[src/rtl/apb_master_arbiter.sv]
// Round-robin arbiter that shares one APB master port between NUM_REQ requesters.
// It runs each granted transfer through SETUP/ACCESS and returns rdata/err to its owner.
module apb_master_arbiter #(
  parameter int unsigned NUM_REQ = 2,
  parameter int unsigned D_WIDTH = 32,
  parameter int unsigned SEL_BIT = 31,
  parameter int unsigned TIMEOUT = 16
) (
  input  logic                         clk,
  input  logic                         rstn,
  input  logic [NUM_REQ-1:0]           req_valid,
  output logic [NUM_REQ-1:0]           req_ready,
  input  logic [NUM_REQ-1:0]           req_write,
  input  logic [NUM_REQ*D_WIDTH-1:0]   req_addr,
  input  logic [NUM_REQ*D_WIDTH-1:0]   req_wdata,
  input  logic [NUM_REQ*4-1:0]         req_strb,
  input  logic [NUM_REQ*3-1:0]         req_prot,
  output logic [NUM_REQ-1:0]           rsp_valid,
  output logic [D_WIDTH-1:0]           rsp_rdata,
  output logic                         rsp_err,
  output logic [1:0]                   psel,
  output logic                         penable,
  output logic [D_WIDTH-1:0]           paddr,
  output logic                         pwrite,
  output logic [D_WIDTH-1:0]           pwdata,
  output logic [3:0]                   pstrb,
  output logic [2:0]                   pprot,
  input  logic                         pready,
  input  logic [D_WIDTH-1:0]           prdata,
  input  logic                         pslverr
);

  localparam int unsigned GW   = (NUM_REQ > 1) ? $clog2(NUM_REQ) : 1;
  localparam int unsigned CntW = (TIMEOUT > 0) ? $clog2(TIMEOUT + 1) : 1;

  typedef enum logic [1:0] {StIdle, StSetup, StAccess} state_e;

  state_e             state_q, state_d;
  logic [GW-1:0]      last_grant_q, last_grant_d;
  logic [GW-1:0]      owner_q, owner_d;
  logic [D_WIDTH-1:0] addr_q, addr_d;
  logic [D_WIDTH-1:0] wdata_q, wdata_d;
  logic [3:0]         strb_q, strb_d;
  logic [2:0]         prot_q, prot_d;
  logic               write_q, write_d;
  logic [CntW-1:0]    cnt_q, cnt_d;
  logic [NUM_REQ-1:0] rsp_valid_q, rsp_valid_d;
  logic [D_WIDTH-1:0] rdata_q, rdata_d;
  logic               err_q, err_d;

  logic               hi_found, lo_found, any_req;
  logic [GW-1:0]      hi_idx, lo_idx, winner;
  logic               timeout_hit;
  logic               bus_active;

  // Lowest valid index above last_grant wins; otherwise wrap to the lowest valid index.
  always_comb begin
    hi_found = 1'b0;
    lo_found = 1'b0;
    hi_idx   = '0;
    lo_idx   = '0;
    for (int unsigned j = NUM_REQ; j > 0; j--) begin
      if (req_valid[j-1]) begin
        if (GW'(j - 1) > last_grant_q) begin
          hi_found = 1'b1;
          hi_idx   = GW'(j - 1);
        end else begin
          lo_found = 1'b1;
          lo_idx   = GW'(j - 1);
        end
      end
    end
    any_req = hi_found | lo_found;
    winner  = hi_found ? hi_idx : lo_idx;
  end

  assign timeout_hit = (TIMEOUT != 0) && (cnt_q == CntW'(TIMEOUT - 1));

  always_comb begin
    state_d      = state_q;
    last_grant_d = last_grant_q;
    owner_d      = owner_q;
    addr_d       = addr_q;
    wdata_d      = wdata_q;
    strb_d       = strb_q;
    prot_d       = prot_q;
    write_d      = write_q;
    cnt_d        = cnt_q;
    rsp_valid_d  = '0;
    rdata_d      = '0;
    err_d        = 1'b0;
    req_ready    = '0;

    case (state_q)
      StIdle: begin
        if (any_req) begin
          req_ready[winner] = 1'b1;
          last_grant_d      = winner;
          owner_d           = winner;
          addr_d            = req_addr[winner*D_WIDTH +: D_WIDTH];
          wdata_d           = req_wdata[winner*D_WIDTH +: D_WIDTH];
          write_d           = req_write[winner];
          strb_d            = req_write[winner] ? req_strb[winner*4 +: 4] : 4'b0;
          prot_d            = req_prot[winner*3 +: 3];
          state_d           = StSetup;
        end
      end
      StSetup: begin
        cnt_d   = '0;
        state_d = StAccess;
      end
      StAccess: begin
        if (pready) begin
          rsp_valid_d[owner_q] = 1'b1;
          rdata_d              = write_q ? '0 : prdata;
          err_d                = pslverr;
          state_d              = StIdle;
        end else if (timeout_hit) begin
          rsp_valid_d[owner_q] = 1'b1;
          err_d                = 1'b1;
          state_d              = StIdle;
        end else begin
          cnt_d = cnt_q + CntW'(1);
        end
      end
      default: state_d = StIdle;
    endcase

    // No accept may be signalled while reset is being applied.
    if (!rstn) req_ready = '0;
  end

  always_ff @(posedge clk) begin
    if (!rstn) begin
      state_q      <= StIdle;
      last_grant_q <= GW'(NUM_REQ - 1);
      owner_q      <= '0;
      addr_q       <= '0;
      wdata_q      <= '0;
      strb_q       <= '0;
      prot_q       <= '0;
      write_q      <= 1'b0;
      cnt_q        <= '0;
      rsp_valid_q  <= '0;
      rdata_q      <= '0;
      err_q        <= 1'b0;
    end else begin
      state_q      <= state_d;
      last_grant_q <= last_grant_d;
      owner_q      <= owner_d;
      addr_q       <= addr_d;
      wdata_q      <= wdata_d;
      strb_q       <= strb_d;
      prot_q       <= prot_d;
      write_q      <= write_d;
      cnt_q        <= cnt_d;
      rsp_valid_q  <= rsp_valid_d;
      rdata_q      <= rdata_d;
      err_q        <= err_d;
    end
  end

  assign bus_active = (state_q == StSetup) || (state_q == StAccess);
  assign psel[0]    = bus_active & ~addr_q[SEL_BIT];
  assign psel[1]    = bus_active &  addr_q[SEL_BIT];
  assign penable    = (state_q == StAccess);
  assign paddr      = addr_q;
  assign pwrite     = write_q;
  assign pwdata     = wdata_q;
  assign pstrb      = strb_q;
  assign pprot      = prot_q;
  assign rsp_valid  = rsp_valid_q;
  assign rsp_rdata  = rdata_q;
  assign rsp_err    = err_q;

endmodule

[config.mk]
export PLATFORM = sky130hd
export DESIGN_NAME = apb_master_arbiter
export DESIGN_NICKNAME = d
export VERILOG_FILES = /design/src/rtl/apb_master_arbiter.sv
export SDC_FILE = /design/constraint.sdc
export NUM_CORES = 1
export LEC_CHECK = 0
export ABC_CLOCK_PERIOD_IN_PS = 4400
export BUFFER_PORTS_ARGS = -buffer_cell sky130_fd_sc_hd__buf_4
export CAP_MARGIN = 5
export CORE_MARGIN = 2
export CORE_UTILIZATION = 30
export DETAILED_ROUTE_END_ITERATION = 10
export GPL_ROUTABILITY_DRIVEN = 0
export SETUP_SLACK_MARGIN = 0.5
export SLEW_MARGIN = 15
export SYNTH_ARGS = -nofsm -noshare
export SYNTH_HDL_FRONTEND = slang
export SYNTH_SLANG_ARGS = --single-unit
[constraint.sdc]
create_clock -name clk -period 4.4 [get_ports clk]
set_clock_uncertainty 0.1 [all_clocks]
set_input_delay 0.22 -clock clk [delete_from_list [all_inputs] [get_ports clk]]
set_output_delay 0.22 -clock clk [all_outputs]
set_load 0.005 [all_outputs]
Word-level counts from Yosys, hierarchy flattened. Cells that the tools add are included.

Add/sub/neg operators: 1. Multiply operators: 1. Divide/modulo/power cells: 0. Order comparisons: 6. Eq/ne operators: 7. Shifts and indexed selects: 4. Muxes and demuxes: 34. Bitwise gates (word level): 7. Reductions and logical operators: 10.

Operator list (number): $shiftx 64x7->32 (2); $mux 1 (19); $mux 2 (8); $mux 5 (2); $pmux 5 s2 (1); $shiftx 8x4->4 (1); $ne 2x2->1 const B (3); $pmux 2 s3 (1); $reduce_and 2->1 (3); $shiftx 6x4->3 (1); $add 5x1->5 const B (1); $eq 5x4->1 const B (1); $lt 1x2->1 const B (2); $mux 4 (1); $not 1->1 (4); $reduce_or 4->1 (1); $mul 1x2->3 const B (1); $ne 3x1->1 const B (1); $reduce_and 3->1 (1); $and 1x1->1 (2); $demux 1 s1 (2); $eq 2x1->1 const B (1); $eq 2x2->1 const B (1); $ge 1x1->1 const B (2); 6 further kinds (8).

Flip-flop bits (word level): 116. Bits in latches: 0. Memory bits (writable): 0. Bits in read-only memories: 0. Input port bits: 182. Output and inout port bits: 112. Word-level logic and storage cells: 82. Memories: 0.

Longest topological paths before layout. Gate-level depths: netlist of the first run.

Word-level depth: 13. Depth in mapped cells: 8. Depth with buffers taken out: 7.

Worst setup path after synthesis of the first run. No wires, ideal clock.

Path kind: reg-to-reg. Start: reg cnt_q[0]. End: reg cnt_q[3]. Setup time: 120 ps. Data arrival time: 1653 ps. Required time: 4180 ps. Path slack: 2528 ps. Cell stages (with the launch flop): 8. Buffers on the path: 0. Clock period less this slack: 1872 ps. Path through: dfxtp_1 ha_1 and3_1 ha_1 nor2_1 nand4_1 and3_1 o31a_1.

Word-level cells in the longest chain between the ends: 4. Elaborated cells on any way between the ends: 7. Those cells by class: add/sub: 1; eq/ne: 2; mux: 3; reduce/logical: 1.

Ends and longest elaborated chain: start: declaration (line 46) `logic [CntW-1:0] cnt_q, cnt_d;`; start signal: assignment (line 156) `cnt_q <= cnt_d;`; $add 5x1->5 (line 123) `cnt_d = cnt_q + CntW'(1);`; $mux 5 (line 118) `end else if (timeout_hit) begin`; $mux 5 (line 113) `if (pready) begin`; $pmux 5 s2 (line 94) `case (state_q)`.

Several ways; a longest one is shown, not always the timed one. The select of a mux whose other input is x is not followed. A chain may end at the register's enable or synchronous reset.

Worst setup path after layout of the first run.
Start: reg last_grant_q. End: reg addr_q[4] (netlist: paddr[4]).

Word-level cells in the longest chain between the ends: 7. Elaborated cells on any way between the ends: 18. Those cells by class: order compare: 2; shift: 1; mux: 13; bitwise: 1; reduce/logical: 1.

Ends and longest elaborated chain: start: declaration (line 39) `logic [GW-1:0] last_grant_q, last_grant_d;`; start signal: assignment (line 136) `last_grant_q <= GW'(NUM_REQ - 1);`; start signal: assignment (line 149) `last_grant_q <= last_grant_d;`; $gt 1x1->1 (line 64) `if (GW'(j - 1) > last_grant_q) begin`; $mux 1 (line 64); $mux 1 (line 63) `if (req_valid[j-1]) begin`; $mux 1 (line 64); $mux 1 (line 63); $mux 1 / $or 1x1->1 (equally long branches) (line 74, 73); $shiftx 64x7->32 / $reduce_and 2->1 (equally long branches); end signal: assignment (line 151) `addr_q <= addr_d;`; end: declaration (line 41) `logic [D_WIDTH-1:0] addr_q, addr_d;`.

Several ways; a longest one is shown, not always the timed one.

==> summary.txt, run 1 <==
Worst setup path
  – Crit end category: register
  – WS Path Type: reg2reg
  – R2R cell count: 5
  – FF-to-FF Start: last_grant_q$_SDFFE_PN1P_
  – Reg2reg setup slack: 2.10 ns
  – CP startpoint kind: register
  – WP data arrival: 2.47 ns
  – Critical path, cell by cell: a21boi_4, buf_4, mux2i_1, dlygate4sd3_1, a21oi_1
  – Crit path max fanout: 46
  – FF-to-FF End: paddr[4]$_SDFFE_PN0P_
  – CP max stage cell: buf_4
  – Data required, critical path: 4.57 ns
  – CP peak stage delay: 0.61 ns

Hold path
  – Hold Crit Class: in2reg
  – HP Start: req_strb[6]
  – Hold Path Sink: pstrb[2]$_SDFFE_PN0P_
  – Hold depth: 3

Synthesis
  – Synth Cell Area: 0.00474 mm^2
  – Syn_area_per_cell: 10.3 um^2
  – EDFF count, synth: 0
  – Synth Instances: 458
  – Yosys cell types: 33
  – Top_reg_cell synth: dfxtp_1
  – Seq/Total Area, Yosys: 49.0%
  – Synth Net Count: 646
  – Ys async rst share: 0%
  – Synth Warn #: 0
  – Share of the synthesized area in the top cell type: 49.0%
  – #FFs+latches synth: 116
  – Largest area contributor in the netlist: dfxtp_1
  – Synth top area cells: dfxtp_1 49%, mux2i_1 16%, o21ai_0 7.7%, a21oi_1 5.6%, and2_1 4.4%

Finish
  – Fin util: 53.9%
  – Fraction of layout cells with a size suffix above 1: 42.2%
  – Layout Nets: 1000
  – Post-route cell area: 0.00825 mm^2
  – Post-route insts no fill: 1036
  – N_diodes: 0
  – Layout area overhead: 74.2%

Global route
  – Initial antenna violation count: 0
  – GRT overflow: 0
  – Total GRT Usage: 17.1%
  – Largest net degree at the start of global routing: 87
  – First-pass GRT wire length: 22400 um
  – Vias in the first global route: 4754

Power
  – Power Total: 3.32 mW
  – Clock Power Share: 39.4%
  – Worst VDD drop: 245 uV
  – Power density over the cells: 403 mW/mm^2
  – Pleak: 3.78 nW
  – Reg power frac: 37.3%
  – Internal power: 2.43 mW
  – Psw: 0.896 mW
  – Combinational share of power: 23.3%
  – Switch share: 27.0%

Route
  – Vias: 4658
  – DR pass1 iterations: 4
  – Post-DR wirelength/cell: 14.4 um
  – DR DRC count: 0
  – Antenna Violating Nets Remaining: 0
  – WL final: 14900 um
  – Initial DRC Count: 135
  – Post-DR vias/cell: 4.50

Placed design
  – DP Area: 0.00694 mm^2
  – Pre-CTS setup slack: 2.33 ns
  – I/O Buffers: 293
  – Post-DP HPWL: 10500 um
  – Dpl cells: 931

Clock network
  – Clock-pin slew on the worst setup and hold paths: 0.05 ns
  – CTS buffer count: 17
  – CTS tree: built
  – CTS resizes: 0
  – Clk Latency, worst-skew pair: 0.41 ns
  – CTS root buf: clkbuf_16
  – TritonCTS sink count: 116
  – Max clock buf depth: 2
  – H-tree depth: 4

Timing
  – Least-Margin Pin Slew: 0.971 ns
  – Setup TNS: 0 ns
  – Final setup fails: 0
  – Final Hold Vio Count: 0
  – Hold Slack: 0.0155 ns
  – Relative slew slack: 34.6%
  – Tmin final: 2.30 ns
  – Fmax: 434 MHz
  – Tcrit/Tclk final: 52.3%
  – Final setup margin: 2.10 ns
  – Unrepaired setup endpoints after global routing: no
  – Max Slew Vio Count: 0

Floorplanning
  – Width of the die: 130 um
  – Initial Util: 30.9%
  – FP Rows: 45
  – CORE AREA: 0.0153 mm^2
  – IO Pins: 294
  – Height of the die: 130 um
  – DIE AREA: 0.0168 mm^2

Run
  – Max cap viols: 0

Outcome
  – Status: finished clean
[registers in the layout, indices dropped and copies added (netlist names)]
name          cells
paddr            32
pwdata           32
rsp_rdata        32
cnt_q             5
pstrb             4
pprot             3
rsp_valid         2
state_q           2
last_grant_q      1
owner_q           1
pwrite            1
rsp_err           1
[worst max-delay path: cells and delay by family (launching register included)]
kind | cells | cell delay [ns]
buffers and inverters | 2 | 1.19
flip-flops | 1 | 0.34
multiplexers | 1 | 0.26
AO/OA/AOI/OAI | 2 | 0.23
[worst max-delay path by stage]
stage / startpoint / to / slack, ns / cells after the start
6_report: last_grant_q$_SDFFE_PN1P_ / paddr[4]$_SDFFE_PN0P_ / 2.10 / 5
5_1_grt: last_grant_q$_SDFFE_PN1P_ / pwdata[28]$_SDFFE_PN0P_ / 1.94 / 5
4_1_cts: last_grant_q$_SDFFE_PN1P_ / pwdata[28]$_SDFFE_PN0P_ / 2.11 / 5
3_5_place_dp: cnt_q[0]$_SDFFE_PN0P_ / cnt_q[3]$_SDFFE_PN0P_ / 2.33 / 7
3_3_place_gp: cnt_q[0]$_SDFFE_PN0P_ / cnt_q[3]$_SDFFE_PN0P_ / 2.42 / 7
2_1_floorplan: cnt_q[0]$_SDFFE_PN0P_ / cnt_q[3]$_SDFFE_PN0P_ / 2.53 / 7
[synth_stat cells (all sizes together), types with 4 or more instances]
library cell    n
nand2           5
nor2b          10
and2           33
a22oi           4
and3            4
ha              6
buf            18
dfxtp         116
mux2i          75
nand3           5
clkbuf         18
a21oi          69
o21ai          75
[layer usage]
metal	vias up	global-route usage [%]	wire, um
li1	2335	-	-
met1	2127	18.1	5910
met2	179	30.6	7590
met3	17	6.44	1190
met4	0	6.70	212
met5	-	0	0
[cells in the final DEF (no fill, tap or decap), types with 4 or more instances in the layout]
cell type      instances
o21ai_0               73
dfxtp_1              116
nor2b_1                9
and3_1                 4
ha_1                   6
nand3_1                5
mux2i_1               75
dlygate4sd3_1         73
buf_4                298
a22oi_1                4
a21oi_1               53
and2_1                33
nand2_1                5
clkbuf_16             17
a21oi_2               16
[cell type report]
class                   instances  area [um^2]
clock buffers                  21          470
clock inverters                11          103
fillers                      1391         7070
inverters                       3         11.3
multi-input cells             303         2110
flip-flops and latches        116         2320
well taps                     211          264
repair buffers                371         2970
[repair_timing]
| action | in CTS | in global routing |
|---|---|---|
| setup endpoints to repair | 0 | 0 |
| hold buffers | 73 | 0 |
| endpoints found under the hold margin | 55 | 0 |
| buffers inserted | 0 | 0 |
[kinds of logic after synthesis]
family	Yosys count	share of synthesized area (%)
AOI/OAI and AO/OA	152	17.9
adders and majority gates	6	1.59
buffers and inverters	39	6.74
DFF	116	49.0
muxes	75	15.9
and+or+nand+nor	70	8.88
[power groups by stage]
stage | Sequential, mW | Clock (mW) | Combinational, mW
after CTS | 1.24 | 1.35 | 0.781
after detailed placement | 1.26 | 0 | 0.720
after global routing | 1.25 | 1.39 | 0.848
after floorplan | 1.27 | 0 | 0.352
after global placement | 1.26 | 0 | 0.701
final | 1.24 | 1.31 | 0.775
(Power assumes the default switching activity.)
==> inputs of run 2 (changes only) <==
--- a/config.mk
+++ b/config.mk
@@ -5,7 +5,7 @@
 export SDC_FILE = /design/constraint.sdc
 export NUM_CORES = 1
 export LEC_CHECK = 0
-export ABC_CLOCK_PERIOD_IN_PS = 4400
+export ABC_CLOCK_PERIOD_IN_PS = 2100
 export BUFFER_PORTS_ARGS = -buffer_cell sky130_fd_sc_hd__buf_4
 export CAP_MARGIN = 5
 export CORE_MARGIN = 2
==> constraint.sdc (replaced) <==
create_clock -name clk -period 2.1 [get_ports clk]
set_clock_uncertainty 0.1 [all_clocks]
set_input_delay 0.105 -clock clk [delete_from_list [all_inputs] [get_ports clk]]
set_output_delay 0.105 -clock clk [all_outputs]
set_load 0.005 [all_outputs]
==> summary.txt, run 2 (synthesis results as in run 1) <==
Floorplanning
  – CORE AREA: 0.0153 mm^2
  – Initial Util: 30.9%
  – Height of the die: 130 um
  – IO Pins: 294
  – Width of the die: 130 um
  – DIE AREA: 0.0168 mm^2
  – FP Rows: 45

Global route
  – Vias in the first global route: 5662
  – First-pass GRT wire length: 28000 um
  – Met2 usage: 38.6%
  – GRT busiest layer: met2
  – Met3 usage: 6.94%
  – Total GRT Usage: 21.7%
  – Largest net degree at the start of global routing: 56
  – Initial antenna violation count: 0
  – Met1 GRT Util: 22.1%
  – GRT overflow: 0

Power
  – Power density over the cells: 787 mW/mm^2
  – Worst VDD drop: 501 uV
  – Pleak: 4.56 nW

Run
  – Max cap viols: 0

Outcome
  – Status: finished clean

Clock network
  – Max clock buf depth: 2
  – CTS root buf: clkbuf_16
  – H-tree depth: 4
  – Clk Latency, worst-skew pair: 0.41 ns
  – CTS tree: built
  – TritonCTS sink count: 116
  – Clock-pin slew on the worst setup and hold paths: 0.06 ns
  – CTS buffer count: 17

Hold path
  – HP Start: req_write[1]
  – Hold Crit Class: in2reg
  – Hold depth: 4
  – Hold Path Sink: pwrite$_SDFFE_PN0P_

Timing
  – Final setup fails: 0
  – Fmax: 589 MHz
  – Final Hold Vio Count: 0
  – Max Slew Vio Count: 0
  – Relative slew slack: 68.8%
  – Tmin final: 1.70 ns
  – Unrepaired setup endpoints after global routing: yes
  – Tcrit/Tclk final: 80.8%
  – Setup TNS: 0 ns
  – Least-Margin Pin Slew: 0.463 ns

Route
  – Initial DRC Count: 253
  – Post-DR vias/cell: 4.81
  – DR DRC count: 0
  – WL final: 21100 um
  – Antenna Violating Nets Remaining: 0
  – Vias: 5667
  – Post-DR wirelength/cell: 17.9 um
  – DR pass1 iterations: 4

Worst setup path
  – CP startpoint kind: register
  – WS Path Type: reg2reg
  – FF-to-FF Start: cnt_q[1]$_SDFFE_PN0P_
  – WP data arrival: 1.89 ns
  – FF-to-FF End: cnt_q[3]$_SDFFE_PN0P_
  – Crit path max fanout: 5
  – R2R cell count: 7
  – Reg2reg setup slack: 0.40 ns
  – Crit end category: register
  – Data required, critical path: 2.29 ns

Finish
  – Most frequent cells in the layout: 302 x buf_4, 178 x dlygate4sd3_1, 111 x dfxtp_1, 72 x o21ai_0, 67 x mux2i_1
  – Commonest non-fill, non-tap cell in the layout: buf_4
  – Layout Nets: 1141
  – Fraction of layout cells with a size suffix above 1: 42.8%
  – Layout area overhead: 114%
  – Post-route cell area: 0.0101 mm^2
  – N_diodes: 0
  – Post-route insts no fill: 1177

Placed design
  – Dpl cells: 933
  – Post-DP HPWL: 10600 um
  – DP Area: 0.00706 mm^2
  – I/O Buffers: 293
run 2: cell count changes in the layout (fill, tap and decap cells not counted), moves of 5 or more:
cell           delta
dlygate4sd3_1   +105
buf_12            +9
buf_6             +8
mux2i_1           -8
mux2i_2           +7
clkbuf_16         +6
dfxtp_1           -5
run 2: repair_timing:
item                                    in CTS  in global routing
endpoints found under the hold margin      109                  0
endpoints found under the setup margin     112                114
setup buffers                               10                  8
pin swaps                                    8                  5
resized for setup                           20                 38
gates cloned                                 4                 10
hold buffers                               180                  0
run 2: worst max-delay path, stage by stage (launching register included):
cell	delay [ns]
dfxtp_4	0.35
ha_4	0.15
and3_4	0.18
ha_4	0.17
nor2_4	0.11
nand4_1	0.12
and3_1	0.17
o31a_1	0.22
run 2: area by class of cell:
cell class / count / area (um^2)
multi-input cells: 303 / 2250
repair buffers: 512 / 4640
fillers: 1127 / 5190
clock inverters: 13 / 171
clock buffers: 19 / 453
well taps: 211 / 264
flip-flops and latches: 116 / 2340
inverters: 3 / 18.8
run 2: per-stage QoR:
stage                     power (mW)  worst slack [ns]  util (%)  hold slack (ns)
after floorplan                 3.39             0.474         -            0.127
after global placement          4.16             0.361      46.1            0.207
after detailed placement        4.19             0.285      46.1            0.210
after CTS                       7.64             0.423      63.5           0.0152
after global routing            8.30             0.371      66.1           0.0369
final                           7.97             0.403      66.1           0.0359
run 2: routing by layer:
metal,vias to the layer above,part of all wire [%]
li1,2622,-
met1,2671,38
met2,291,50
met3,83,7.0
met4,0,4.6
met5,-,0
run 2: worst max-delay path by stage:
stage                                         end  slack, ns                     from  depth (start not counted)
final                       cnt_q[3]$_SDFFE_PN0P_       0.40    cnt_q[1]$_SDFFE_PN0P_                          7
after global routing        cnt_q[3]$_SDFFE_PN0P_       0.37    cnt_q[0]$_SDFFE_PN0P_                          7
after CTS                   cnt_q[3]$_SDFFE_PN0P_       0.42    cnt_q[1]$_SDFFE_PN0P_                          7
after detailed placement  pwdata[13]$_SDFFE_PN0P_       0.29  state_q[1]$_SDFFE_PN0P_                          6
after global placement      pprot[0]$_SDFFE_PN0P_       0.36  state_q[0]$_SDFFE_PN0P_                          6
after floorplan             cnt_q[3]$_SDFFE_PN0P_       0.47    cnt_q[0]$_SDFFE_PN0P_                          7
run 2: where the power goes:
| group | internal (mW) | switching (mW) | leakage [nW] |
|---|---|---|---|
| Clock | 1.94 | 1.07 | 0.289 |
| Combinational | 1.35 | 0.995 | 3.31 |
| Sequential | 2.47 | 0.142 | 0.956 |
| Total | 5.76 | 2.21 | 4.56 |
